### config.mk
export PLATFORM = sky130hd
export DESIGN_NAME = node_packet_injector_flat
export DESIGN_NICKNAME = d
export VERILOG_FILES = /design/src/rtl/noc_pkg.sv /design/src/rtl/node_packet_injector_if.sv /design/src/rtl/pkt_desc_fifo.sv /design/src/rtl/node_packet_injector.sv /design/src/flat_wrapper.sv
export SDC_FILE = /design/constraint.sdc
export NUM_CORES = 1
export LEC_CHECK = 0
export BUFFER_PORTS_ARGS = -buffer_cell sky130_fd_sc_hd__buf_2
export CAP_MARGIN = 20
export CORE_ASPECT_RATIO = 1.5
export CORE_MARGIN = 2
export CORE_UTILIZATION = 57
export DETAILED_ROUTE_END_ITERATION = 16
export PLACE_DENSITY = 0.79
export SETUP_SLACK_MARGIN = 0.05
export SLEW_MARGIN = 5
export SYNTH_ARGS = -nofsm -noshare
export SYNTH_HDL_FRONTEND = slang
export SYNTH_SLANG_ARGS = --single-unit
### constraint.sdc
create_clock -name clk -period 4.03 [get_ports clk]
set_input_delay 0.403 -clock clk [delete_from_list [all_inputs] [get_ports clk]]
set_output_delay 0.403 -clock clk [all_outputs]
set_load 0.02 [all_outputs]
### src/rtl/noc_pkg.sv
// noc_pkg: shared mesh flit types, sizing constants and the injector's packet descriptor
package noc_pkg;

    localparam int VC_NUM            = 2;
    localparam int VC_SIZE           = $clog2(VC_NUM);
    localparam int DEST_ADDR_SIZE_X  = 4;
    localparam int DEST_ADDR_SIZE_Y  = 4;
    localparam int HEAD_PAYLOAD_SIZE = 16;
    localparam int FLIT_DATA_SIZE    = DEST_ADDR_SIZE_X + DEST_ADDR_SIZE_Y + HEAD_PAYLOAD_SIZE;
    localparam int PKT_LEN_SIZE      = 8;

    typedef enum logic [1:0] {HEAD, BODY, TAIL, HEADTAIL} flit_label_t;

    typedef struct packed {
        logic [DEST_ADDR_SIZE_X-1:0]  x_dest;
        logic [DEST_ADDR_SIZE_Y-1:0]  y_dest;
        logic [HEAD_PAYLOAD_SIZE-1:0] head_pl;
    } head_data_t;

    typedef union packed {
        head_data_t                head_data;
        logic [FLIT_DATA_SIZE-1:0] bt_pl;
    } flit_data_t;

    typedef struct packed {
        flit_label_t        flit_label;
        logic [VC_SIZE-1:0] vc_id;
        flit_data_t         data;
    } flit_t;

    typedef struct packed {
        logic [DEST_ADDR_SIZE_X-1:0]  x_dest;
        logic [DEST_ADDR_SIZE_Y-1:0]  y_dest;
        logic [PKT_LEN_SIZE-1:0]      len;
        logic [HEAD_PAYLOAD_SIZE-1:0] head_pl;
    } pkt_desc_t;

    // A zero-length request still carries a head, so it becomes a single HEADTAIL flit
    function automatic logic [PKT_LEN_SIZE-1:0] clamp_len(input logic [PKT_LEN_SIZE-1:0] len, input int max_len);
        return len == '0 ? PKT_LEN_SIZE'(1) : (int'(len) > max_len ? PKT_LEN_SIZE'(max_len) : len);
    endfunction

endpackage

### src/rtl/node_packet_injector_if.sv
// node_packet_injector_if: descriptor, payload and router local-port signals of one injector
interface node_packet_injector_if #(parameter int MAX_PKT_LEN = 16);
    import noc_pkg::*;

    localparam int LEN_W = $clog2(MAX_PKT_LEN + 1);

    logic                         req_valid_i;
    logic                         req_ready_o;
    logic [DEST_ADDR_SIZE_X-1:0]  req_x_dest_i;
    logic [DEST_ADDR_SIZE_Y-1:0]  req_y_dest_i;
    logic [LEN_W-1:0]             req_len_i;
    logic [HEAD_PAYLOAD_SIZE-1:0] req_head_pl_i;
    logic                         pl_valid_i;
    logic                         pl_ready_o;
    logic [FLIT_DATA_SIZE-1:0]    pl_data_i;
    flit_t                        data_o;
    logic                         is_valid_o;
    logic [VC_NUM-1:0]            is_on_off_i;
    logic [VC_NUM-1:0]            is_allocatable_i;

    modport slave (
        input  req_valid_i, req_x_dest_i, req_y_dest_i, req_len_i, req_head_pl_i,
        input  pl_valid_i, pl_data_i, is_on_off_i, is_allocatable_i,
        output req_ready_o, pl_ready_o, data_o, is_valid_o
    );

    modport master (
        output req_valid_i, req_x_dest_i, req_y_dest_i, req_len_i, req_head_pl_i,
        output pl_valid_i, pl_data_i, is_on_off_i, is_allocatable_i,
        input  req_ready_o, pl_ready_o, data_o, is_valid_o
    );

endinterface

### src/rtl/pkt_desc_fifo.sv
// pkt_desc_fifo: synchronous packet-descriptor FIFO with full/empty flags
module pkt_desc_fifo
    import noc_pkg::*;
#(
    parameter int DEPTH = 4
) (
    input  logic      clk,
    input  logic      rst,
    input  logic      push,
    input  pkt_desc_t push_data,
    input  logic      pop,
    output pkt_desc_t head,
    output logic      full,
    output logic      empty
);

    localparam int AW = $clog2(DEPTH);

    pkt_desc_t   mem [DEPTH];
    logic [AW:0] wr_ptr, rd_ptr;
    logic        do_push, do_pop;

    // Pointers carry one extra wrap bit so full and empty are distinguishable
    assign empty   = wr_ptr == rd_ptr;
    assign full    = (wr_ptr ^ rd_ptr) == {1'b1, {AW{1'b0}}};
    assign do_pop  = pop && !empty;
    assign do_push = push && (!full || do_pop);
    assign head    = mem[rd_ptr[AW-1:0]];

    always_ff @(posedge clk) begin
        if (rst) begin
            wr_ptr <= '0;
            rd_ptr <= '0;
        end else begin
            if (do_push) wr_ptr <= wr_ptr + (AW+1)'(1);
            if (do_pop) rd_ptr <= rd_ptr + (AW+1)'(1);
        end
    end

    always_ff @(posedge clk) begin
        if (do_push) mem[wr_ptr[AW-1:0]] <= push_data;
    end

endmodule

### src/rtl/node_packet_injector.sv
// node_packet_injector: segments queued packet descriptors plus a payload stream into
// HEAD/BODY/TAIL flits for one mesh node's local router port.
module node_packet_injector
    import noc_pkg::*;
#(
    parameter int MAX_PKT_LEN    = 16,
    parameter int REQ_FIFO_DEPTH = 4
) (
    input  logic                  clk,
    input  logic                  rst,
    node_packet_injector_if.slave bus,
    output logic                  busy_o,
    output logic [15:0]           pkt_sent_o
);

    localparam int LEN_W = $clog2(MAX_PKT_LEN + 1);

    typedef enum logic [1:0] {S_IDLE, S_VC_ALLOC, S_HEAD, S_BODY} state_t;

    state_t             state;
    pkt_desc_t          req_desc, cur_desc;
    logic               full, empty, push, pop;
    logic               vc_on, head_fire, body_fire, grant_found;
    logic [VC_SIZE-1:0] vc, rr_ptr, grant_vc;
    logic [VC_NUM-1:0]  cand;
    logic [LEN_W-1:0]   remaining;
    flit_t              flit_q;
    logic               valid_q;

    assign req_desc = '{
        x_dest:  bus.req_x_dest_i,
        y_dest:  bus.req_y_dest_i,
        len:     clamp_len(PKT_LEN_SIZE'(bus.req_len_i), MAX_PKT_LEN),
        head_pl: bus.req_head_pl_i
    };

    assign bus.req_ready_o = !full && !rst;
    assign push            = bus.req_valid_i && bus.req_ready_o;

    pkt_desc_fifo #(.DEPTH(REQ_FIFO_DEPTH)) u_fifo (
        .clk       (clk),
        .rst       (rst),
        .push      (push),
        .push_data (req_desc),
        .pop       (pop),
        .head      (cur_desc),
        .full      (full),
        .empty     (empty)
    );

    assign vc_on          = bus.is_on_off_i[vc];
    assign head_fire      = state == S_HEAD && vc_on;
    assign body_fire      = state == S_BODY && vc_on && bus.pl_valid_i;
    assign bus.pl_ready_o = body_fire;
    assign pop            = (head_fire && cur_desc.len == PKT_LEN_SIZE'(1)) ||
                            (body_fire && remaining == LEN_W'(1));
    assign cand           = bus.is_allocatable_i & bus.is_on_off_i;
    assign busy_o         = state != S_IDLE || !empty;
    assign bus.data_o     = flit_q;
    assign bus.is_valid_o = valid_q;

    // Walk from the farthest candidate back toward rr_ptr so the nearest one wins
    always_comb begin
        grant_found = 1'b0;
        grant_vc    = rr_ptr;
        for (int i = VC_NUM - 1; i >= 0; i--) begin
            if (cand[(int'(rr_ptr) + i) % VC_NUM]) begin
                grant_found = 1'b1;
                grant_vc    = VC_SIZE'((int'(rr_ptr) + i) % VC_NUM);
            end
        end
    end

    always_ff @(posedge clk) begin
        if (rst) begin
            state      <= S_IDLE;
            rr_ptr     <= '0;
            vc         <= '0;
            remaining  <= '0;
            flit_q     <= '0;
            valid_q    <= 1'b0;
            pkt_sent_o <= '0;
        end else begin
            valid_q <= head_fire || body_fire;
            if (pop) pkt_sent_o <= pkt_sent_o + 16'd1;
            case (state)
                S_IDLE: if (!empty) state <= S_VC_ALLOC;
                S_VC_ALLOC: if (grant_found) begin
                    vc     <= grant_vc;
                    rr_ptr <= grant_vc == VC_SIZE'(VC_NUM - 1) ? '0 : grant_vc + VC_SIZE'(1);
                    state  <= S_HEAD;
                end
                S_HEAD: if (head_fire) begin
                    flit_q    <= {pop ? HEADTAIL : HEAD, vc, cur_desc.x_dest, cur_desc.y_dest, cur_desc.head_pl};
                    remaining <= LEN_W'(cur_desc.len - PKT_LEN_SIZE'(1));
                    state     <= pop ? S_IDLE : S_BODY;
                end
                S_BODY: if (body_fire) begin
                    flit_q    <= {pop ? TAIL : BODY, vc, bus.pl_data_i};
                    remaining <= remaining - LEN_W'(1);
                    if (pop) state <= S_IDLE;
                end
                default: state <= S_IDLE;
            endcase
        end
    end

endmodule

### src/flat_wrapper.sv
// flat-port wrapper written by rule: the top's interface ports become plain ports
module node_packet_injector_flat import noc_pkg::*;
#(
    parameter int MAX_PKT_LEN    = 16,
    parameter int REQ_FIFO_DEPTH = 4
)
  (clk, rst, busy_o, pkt_sent_o, bus_req_valid_i, bus_req_x_dest_i, bus_req_y_dest_i, bus_req_len_i, bus_req_head_pl_i, bus_pl_valid_i, bus_pl_data_i, bus_is_on_off_i, bus_is_allocatable_i, bus_req_ready_o, bus_pl_ready_o, bus_data_o, bus_is_valid_o);
  node_packet_injector_if #(.MAX_PKT_LEN(MAX_PKT_LEN)) bus_i ();
  input  logic clk;
  input  logic rst;
  output logic busy_o;
  output logic [15:0] pkt_sent_o;
  input wire logic [$bits(bus_i.req_valid_i)-1:0] bus_req_valid_i;
  input wire logic [$bits(bus_i.req_x_dest_i)-1:0] bus_req_x_dest_i;
  input wire logic [$bits(bus_i.req_y_dest_i)-1:0] bus_req_y_dest_i;
  input wire logic [$bits(bus_i.req_len_i)-1:0] bus_req_len_i;
  input wire logic [$bits(bus_i.req_head_pl_i)-1:0] bus_req_head_pl_i;
  input wire logic [$bits(bus_i.pl_valid_i)-1:0] bus_pl_valid_i;
  input wire logic [$bits(bus_i.pl_data_i)-1:0] bus_pl_data_i;
  input wire logic [$bits(bus_i.is_on_off_i)-1:0] bus_is_on_off_i;
  input wire logic [$bits(bus_i.is_allocatable_i)-1:0] bus_is_allocatable_i;
  output wire logic [$bits(bus_i.req_ready_o)-1:0] bus_req_ready_o;
  output wire logic [$bits(bus_i.pl_ready_o)-1:0] bus_pl_ready_o;
  output wire logic [$bits(bus_i.data_o)-1:0] bus_data_o;
  output wire logic [$bits(bus_i.is_valid_o)-1:0] bus_is_valid_o;
  assign bus_i.req_valid_i = bus_req_valid_i;
  assign bus_i.req_x_dest_i = bus_req_x_dest_i;
  assign bus_i.req_y_dest_i = bus_req_y_dest_i;
  assign bus_i.req_len_i = bus_req_len_i;
  assign bus_i.req_head_pl_i = bus_req_head_pl_i;
  assign bus_i.pl_valid_i = bus_pl_valid_i;
  assign bus_i.pl_data_i = bus_pl_data_i;
  assign bus_i.is_on_off_i = bus_is_on_off_i;
  assign bus_i.is_allocatable_i = bus_is_allocatable_i;
  assign bus_req_ready_o = bus_i.req_ready_o;
  assign bus_pl_ready_o = bus_i.pl_ready_o;
  assign bus_data_o = bus_i.data_o;
  assign bus_is_valid_o = bus_i.is_valid_o;
  node_packet_injector #(.MAX_PKT_LEN(MAX_PKT_LEN), .REQ_FIFO_DEPTH(REQ_FIFO_DEPTH)) u_core (.clk(clk), .rst(rst), .bus(bus_i), .busy_o(busy_o), .pkt_sent_o(pkt_sent_o));
endmodule
==> out/metrics.yaml, run 1 <==
ys.flop_type: "edfxtp_1"
tightest_slew_ns: 0.8511
finalSetupTns_ns: 0
synthDominantCellAreaShare_pct: 48.32
netlist_area_um2: 7208
slew_violations: 0
gr-usage-all-layers_pct: 22.75
holdCritStartpoint: "bus_req_head_pl_i[10]"
postSynthAreaPerCell_um2: 13.68
maxSlewHeadroom_pct: 41.64
drive_gt1_share_pct: 28.90
n_fill_cell: 860
postLayoutCoreUtil_pct: 68.54
status: "completed"
synth-seq-cells: 177
cts_hold_buffers: 0
min_delay_worst_endpoint: "u_core.u_fifo.mem[0][10]"
clock_latency_ns: 0.41
core_um2: 12390
async_flop_share_pct: 0
yosysMostFrequentCell: "edfxtp_1"
firstDrtPassIters: 8
yosysTopAreaCell: "edfxtp_1"
r2r_slack_ns: 0.95
synthTopCellsByArea: "edfxtp_1 (48%), dfxtp_1 (17%), mux4_2 (9.1%), nand2_1 (3.5%), a311oi_1 (3.0%)"
startpoint_type: "flip-flop"
gp_congestion: 0.8117
critPathCaptureType: "flip-flop"
grt-ovfl-total: 0
period_needed_ns: 3.084
vias: 4751
setup_viol: 0
via_per_inst: 5.909
power_leakage_nw: 3.031
nets: 706
hpwl_um: 9316
cts.repair.resized: 0
die-width_um: 95.82
num_rows: 50
fin_crit_sh_pct: 76.52
syn_inst: 527
synth-edff-count: 116
power_mw: 3.876
grt_max_degree: 65
ctsRootBufferMaster: "clkbuf_16"
holdPathStages: 1
fmax_mhz: 324.3
ios: 108
cts_buffer_depth: 2
clkSlewWorstSetupHoldPaths_ns: 0.07
drt-wirelength-per-cell_um: 18.62
htreeDepth: 4
timing.rr.end: "u_core.state[1]"
hold_viol: 0
hp-class: "in2reg"
layout_setup_ws_ns: 0.9461
irDropWorstVdd_mv: 0.3074
antenna_found_initial: 1
finalWirelength_um: 14970
start_util_pct: 58.19
rsz0062_at_grt: "false"
cts_tree: "done"
crit_type: "reg2reg"
die_h_um: 141.7
multiInputGateArea_um2: 2327
numClockSinks: 177
grt_pass1_vias: 4760
drt_iter0_drc: 272
post_cts_buffers: 0
ff2ff_path_depth: 12
ant_nets: 0
cp.arrival_ns: 3.43
synth_nets: 599
maxCapViolations: 0
cp.required_ns: 4.37
yosys-top-cells-count: "edfxtp_1 (116), nand2_1 (67), dfxtp_1 (61)"
io_buffers: 107
ys_types: 45
cts_made_buffers: 17
fin_cells: 804
area_growth_pct: 17.77
grt_first_pass_wirelength_um: 23200
dp_slack_ns: 0.9532
area.sequential_um2: 4706
die-area_um2: 13580
route.detailed.drc: 0
yosys_warnings: 0
clock_skew_ns: 0.008070
worst-path-max-fanout: 37
p_per_area_nw_per_um2: 456.6
dp_cells: 770
yosysSeqAreaShare_pct: 65.27
## power breakdown
| group | internal (mW) | switching (mW) | leakage, nW |
|---|---|---|---|
| clock network | 0.875 | 0.712 | 0.278 |
| registers | 1.99 | 0.0288 | 1.55 |
| logic | 0.105 | 0.166 | 1.20 |
| total | 2.97 | 0.907 | 3.03 |
## worst max-delay path, cell delays in order, from the launching register on
cell and delay (ns):
dfxtp_2 0.32, buf_4 0.28, mux4_2 0.56, inv_1 0.09, ha_1 0.15, nor4b_2 0.26
a22oi_2 0.08, buf_4 0.26, ha_1 0.31, or3_1 0.37, o21ai_0 0.09, a22oi_1 0.09
a21oi_1 0.15
## metrics by stage
step | hold slack, ns | area (um2)
3_3_place_gp | 0.4444 | 7888
2_1_floorplan | 0.4580 | 7208
3_5_place_dp | 0.4448 | 7888
5_1_grt | 0.1869 | 8489
6_report | 0.1984 | 8489
4_1_cts | 0.1858 | 8467
## cells by family (layout without fill, tap and decap cells)
kind of cell,Yosys count,count (layout),synth area share [%]
fa+ha+maj,11,11,1.909
compound gates,83,83,7.985
simple gates,169,169,11.28
mux,35,35,9.929
xor+xnor,9,9,1.093
buf+inv,43,163,2.534
other cells,0,1,0
flops,177,177,65.27
## layout by cell type, fill, tap and decap left out, types with 7 or more instances in the layout
master	n
or3_1	10
a21oi_1	24
nand3_1	12
or4_1	10
mux4_2	29
inv_1	12
clkbuf_16	17
nor2_1	37
buf_4	10
nor2b_1	7
dfxtp_1	60
ha_1	11
a311oi_1	25
nand2_1	67
edfxtp_1	116
o31ai_1	11
buf_2	107
## per-layer routing
| layer | vias up | global-route usage (%) | part of all wire, % |
|---|---|---|---|
| met5 | - | 0 | 0 |
| met4 | 0 | 9.549 | 2.8 |
| met3 | 27 | 4.514 | 5.4 |
| met2 | 174 | 39.71 | 54 |
| met1 | 2327 | 27.05 | 38 |
| li1 | 2223 | - | - |
## area by class of cell
| class | count | share of cell area, % |
|---|---|---|
| multi-input cells | 307 | 27.41 |
| inverters | 13 | 0.5748 |
| clock inverters | 14 | 1.769 |
| clock buffers | 18 | 5.055 |
| flip-flops and latches | 177 | 55.43 |
| well taps | 156 | 2.299 |
| repair buffers | 118 | 7.428 |
| diodes | 1 | 0.02948 |
## flip-flops by register name, summed over array words and instances, names as in the netlist, named ones only
signal	count
u_core.bus.data_o	27
u_core.bus.is_valid_o	1
u_core.pkt_sent_o	16
u_core.remaining	5
u_core.rr_ptr	1
u_core.state	2
u_core.u_fifo.mem	116
u_core.u_fifo.rd_ptr	3
u_core.u_fifo.wr_ptr	3
u_core.vc	1
## worst max-delay path by stage
| stage | cells past startpoint | startpoint | endpoint |
|---|---|---|---|
| after floorplan | 13 | flip-flop | u_core.state[1] |
| after global placement | 11 | flip-flop | u_core.state[1] |
| after detailed placement | 12 | flip-flop | u_core.state[1] |
| after CTS | 12 | flip-flop | u_core.state[1] |
| after global routing | 12 | flip-flop | u_core.state[1] |
| final | 12 | flip-flop | u_core.state[1] |
No activity file was read; power rests on OpenSTA's default activity.
==> run 2, diff against run 1 <==
--- a/config.mk
+++ b/config.mk
@@ -9,9 +9,9 @@
 export CAP_MARGIN = 20
 export CORE_ASPECT_RATIO = 1.5
 export CORE_MARGIN = 2
-export CORE_UTILIZATION = 57
+export CORE_UTILIZATION = 51
 export DETAILED_ROUTE_END_ITERATION = 16
-export PLACE_DENSITY = 0.79
+export PLACE_DENSITY = 0.74
 export SETUP_SLACK_MARGIN = 0.05
 export SLEW_MARGIN = 5
 export SYNTH_ARGS = -nofsm -noshare
==> constraint.sdc (replaced) <==
create_clock -name clk -period 2.5 [get_ports clk]
set_input_delay 0.25 -clock clk [delete_from_list [all_inputs] [get_ports clk]]
set_output_delay 0.25 -clock clk [all_outputs]
set_load 0.02 [all_outputs]
==> run 2 against run 1 <==
Effect of this change:
- die area increased by 11%
- first-iteration DRC count fell by 3.3%
- combinational power is 68% higher
- register-to-register slack got worse by 0.82 ns
- worst setup slack lost 0.82 ns
- critical path type unchanged
==> out/metrics.yaml, run 2 (synthesized netlist as in run 1, its figures left out) <==
status: "completed"
drt_iter0_drc: 263  # -3.3%
area_growth_pct: 19.94
die-area_um2: 15120  # +11%
num_rows: 53  # +6.0%
crit_type: "reg2reg"
start_util_pct: 51.76  # -6.4 points
cts_hold_buffers: 0  # unchanged
drt-wirelength-per-cell_um: 17.88  # -4.0%
rsz0062_at_grt: "true"
gp_congestion: 0.7841  # -3.4%
cp.arrival_ns: 2.72  # -0.71 ns
antenna_found_initial: 0  # -1
final_common_cell: "edfxtp_1"
cp.required_ns: 2.84  # -1.53 ns
clock_latency_ns: 0.43  # +0.02 ns
dp_cells: 788  # +2.3%
worst-path-max-fanout: 6  # -84%
cts_buffer_depth: 2  # unchanged
postLayoutCoreUtil_pct: 62.08  # -6.5 points
maxCapViolations: 0  # unchanged
grt_max_degree: 64  # -1.5%
vias: 4685  # -1.4%
firstDrtPassIters: 5  # -3
grt_first_pass_wirelength_um: 23350  # +0.66%
grt-ovfl-total: 0  # unchanged
setup_viol: 0  # unchanged
gr-usage-all-layers_pct: 20.28  # -2.5 points
irDropWorstVdd_mv: 0.5360  # +74%
die-width_um: 101.1  # +5.5%
die_h_um: 149.6  # +5.6%
period_needed_ns: 2.378  # -0.7058 ns
core_um2: 13930  # +12%
tightest_slew_ns: 0.7077  # -0.1433 ns
n_fill_cell: 1047  # +22%
ios: 108  # unchanged
ant_nets: 0  # unchanged
cts_made_buffers: 17  # unchanged
p_per_area_nw_per_um2: 705.9  # +55%
slew_violations: 0  # unchanged
numClockSinks: 177  # unchanged
nets: 716  # +1.4%
hpwl_um: 9671  # +3.8%
antenna_cells: 0  # -1
clkSlewWorstSetupHoldPaths_ns: 0.07  # about the same
mostFrequentLayoutCells: "edfxtp_1 (116), buf_2 (107), nand2_1 (67)"
critPathCaptureType: "flip-flop"
grt_pass1_vias: 4650  # -2.3%
layout_setup_ws_ns: 0.1220  # -0.8242 ns
finalWirelength_um: 14700  # -1.8%
maxSlewHeadroom_pct: 52.82  # +11 points
clock_skew_ns: 0.01216  # +0.004092 ns
hp-class: "in2reg"
io_buffers: 107  # unchanged
holdPathStages: 1  # unchanged
ff2ff_path_depth: 10  # -2
hold_viol: 0  # unchanged
cts_tree: "done"
largest_reg_flops: 116  # unchanged
ctsRootBufferMaster: "clkbuf_16"
dp_slack_ns: 0.05776  # -0.8954 ns
fin_crit_sh_pct: 95.12  # +19 points
fin_cells: 822  # +2.2%
route.detailed.drc: 0  # unchanged
via_per_inst: 5.700  # -3.5%
htreeDepth: 4  # unchanged
startpoint_type: "flip-flop"
fmax_mhz: 420.5  # +30%
drive_gt1_share_pct: 30.59  # +1.7 points
power_leakage_nw: 3.098  # +2.2%
-- run 2: changes by cell type in the layout (fill, tap and decap cells not counted), moves of 2 or more --
cell      delta
buf_4        +4
buf_12       +5
ha_4         +2
clkinv_2     +2
ha_1         -2
clkinv_4     -2
and2_1       -2
and2_2       +2
-- run 2: final timing paths --
check / end / slack (ns) / startpoint
worst max-delay path: u_core.state[1] / 0.12 / flip-flop
worst min-delay path: u_core.u_fifo.mem[0][27] / 0.04 / bus_req_y_dest_i[3]
worst max register to register: u_core.state[1] / 0.12 / flip-flop
worst min register to register: u_core.bus.data_o[26] / 0.47 / u_core.bus.data_o[26]
-- run 2: where the power goes --
group	leakage (nW)	total (mW)	switching, mW	internal, mW
Combinational	1.29	0.454	0.271	0.182
Clock	0.261	2.40	1.11	1.29
Sequential	1.55	3.25	0.0451	3.21
Total	3.10	6.10	1.43	4.68
-- run 2: worst max-delay path: stages, from the launching register on --
cell	delay (ns)
dfxtp_4	0.39
mux4_2	0.53
inv_2	0.10
ha_4	0.12
nor4b_4	0.18
a22oi_2	0.14
ha_4	0.21
or3_1	0.31
o21ai_1	0.09
a22oi_1	0.09
a21oi_1	0.16
-- run 2: timing repair --
action,in CTS,in global routing
gates cloned,0,1
setup endpoints to repair,1,12
gates resized for setup,1,1
buffers inserted,0,1
pin swaps,0,5
-- run 2: through the flow --
step	area (um2)	total power [mW]	hold WS, ns	TNS [ns]
after floorplan	7253	3.579	0.3489	-0.1243
after global placement	8078	3.747	0.4406	0
after detailed placement	8078	3.769	0.4671	0
after CTS	8613	6.153	0.02642	0
after global routing	8646	6.335	0.02235	0
final	8646	6.103	0.03621	0
-- run 2: final cells by class --
class                   count  area [um2]  share of cell area (%)
well taps                 165       206.4                   2.388
repair buffers            128       785.8                   9.088
flip-flops and latches    177        4708                   54.46
inverters                  13       48.80                  0.5644
clock inverters            13       100.1                   1.158
clock buffers              19       432.9                   5.007
multi-input cells         307        2364                   27.34
-- run 2: per-layer routing --
layer	global-route usage [%]	wire length (um)	vias to the layer above
li1	-	-	2248
met1	24.97	5978	2289
met2	35.26	7852	131
met3	4.904	675	17
met4	5.946	195	0
met5	0	0	-
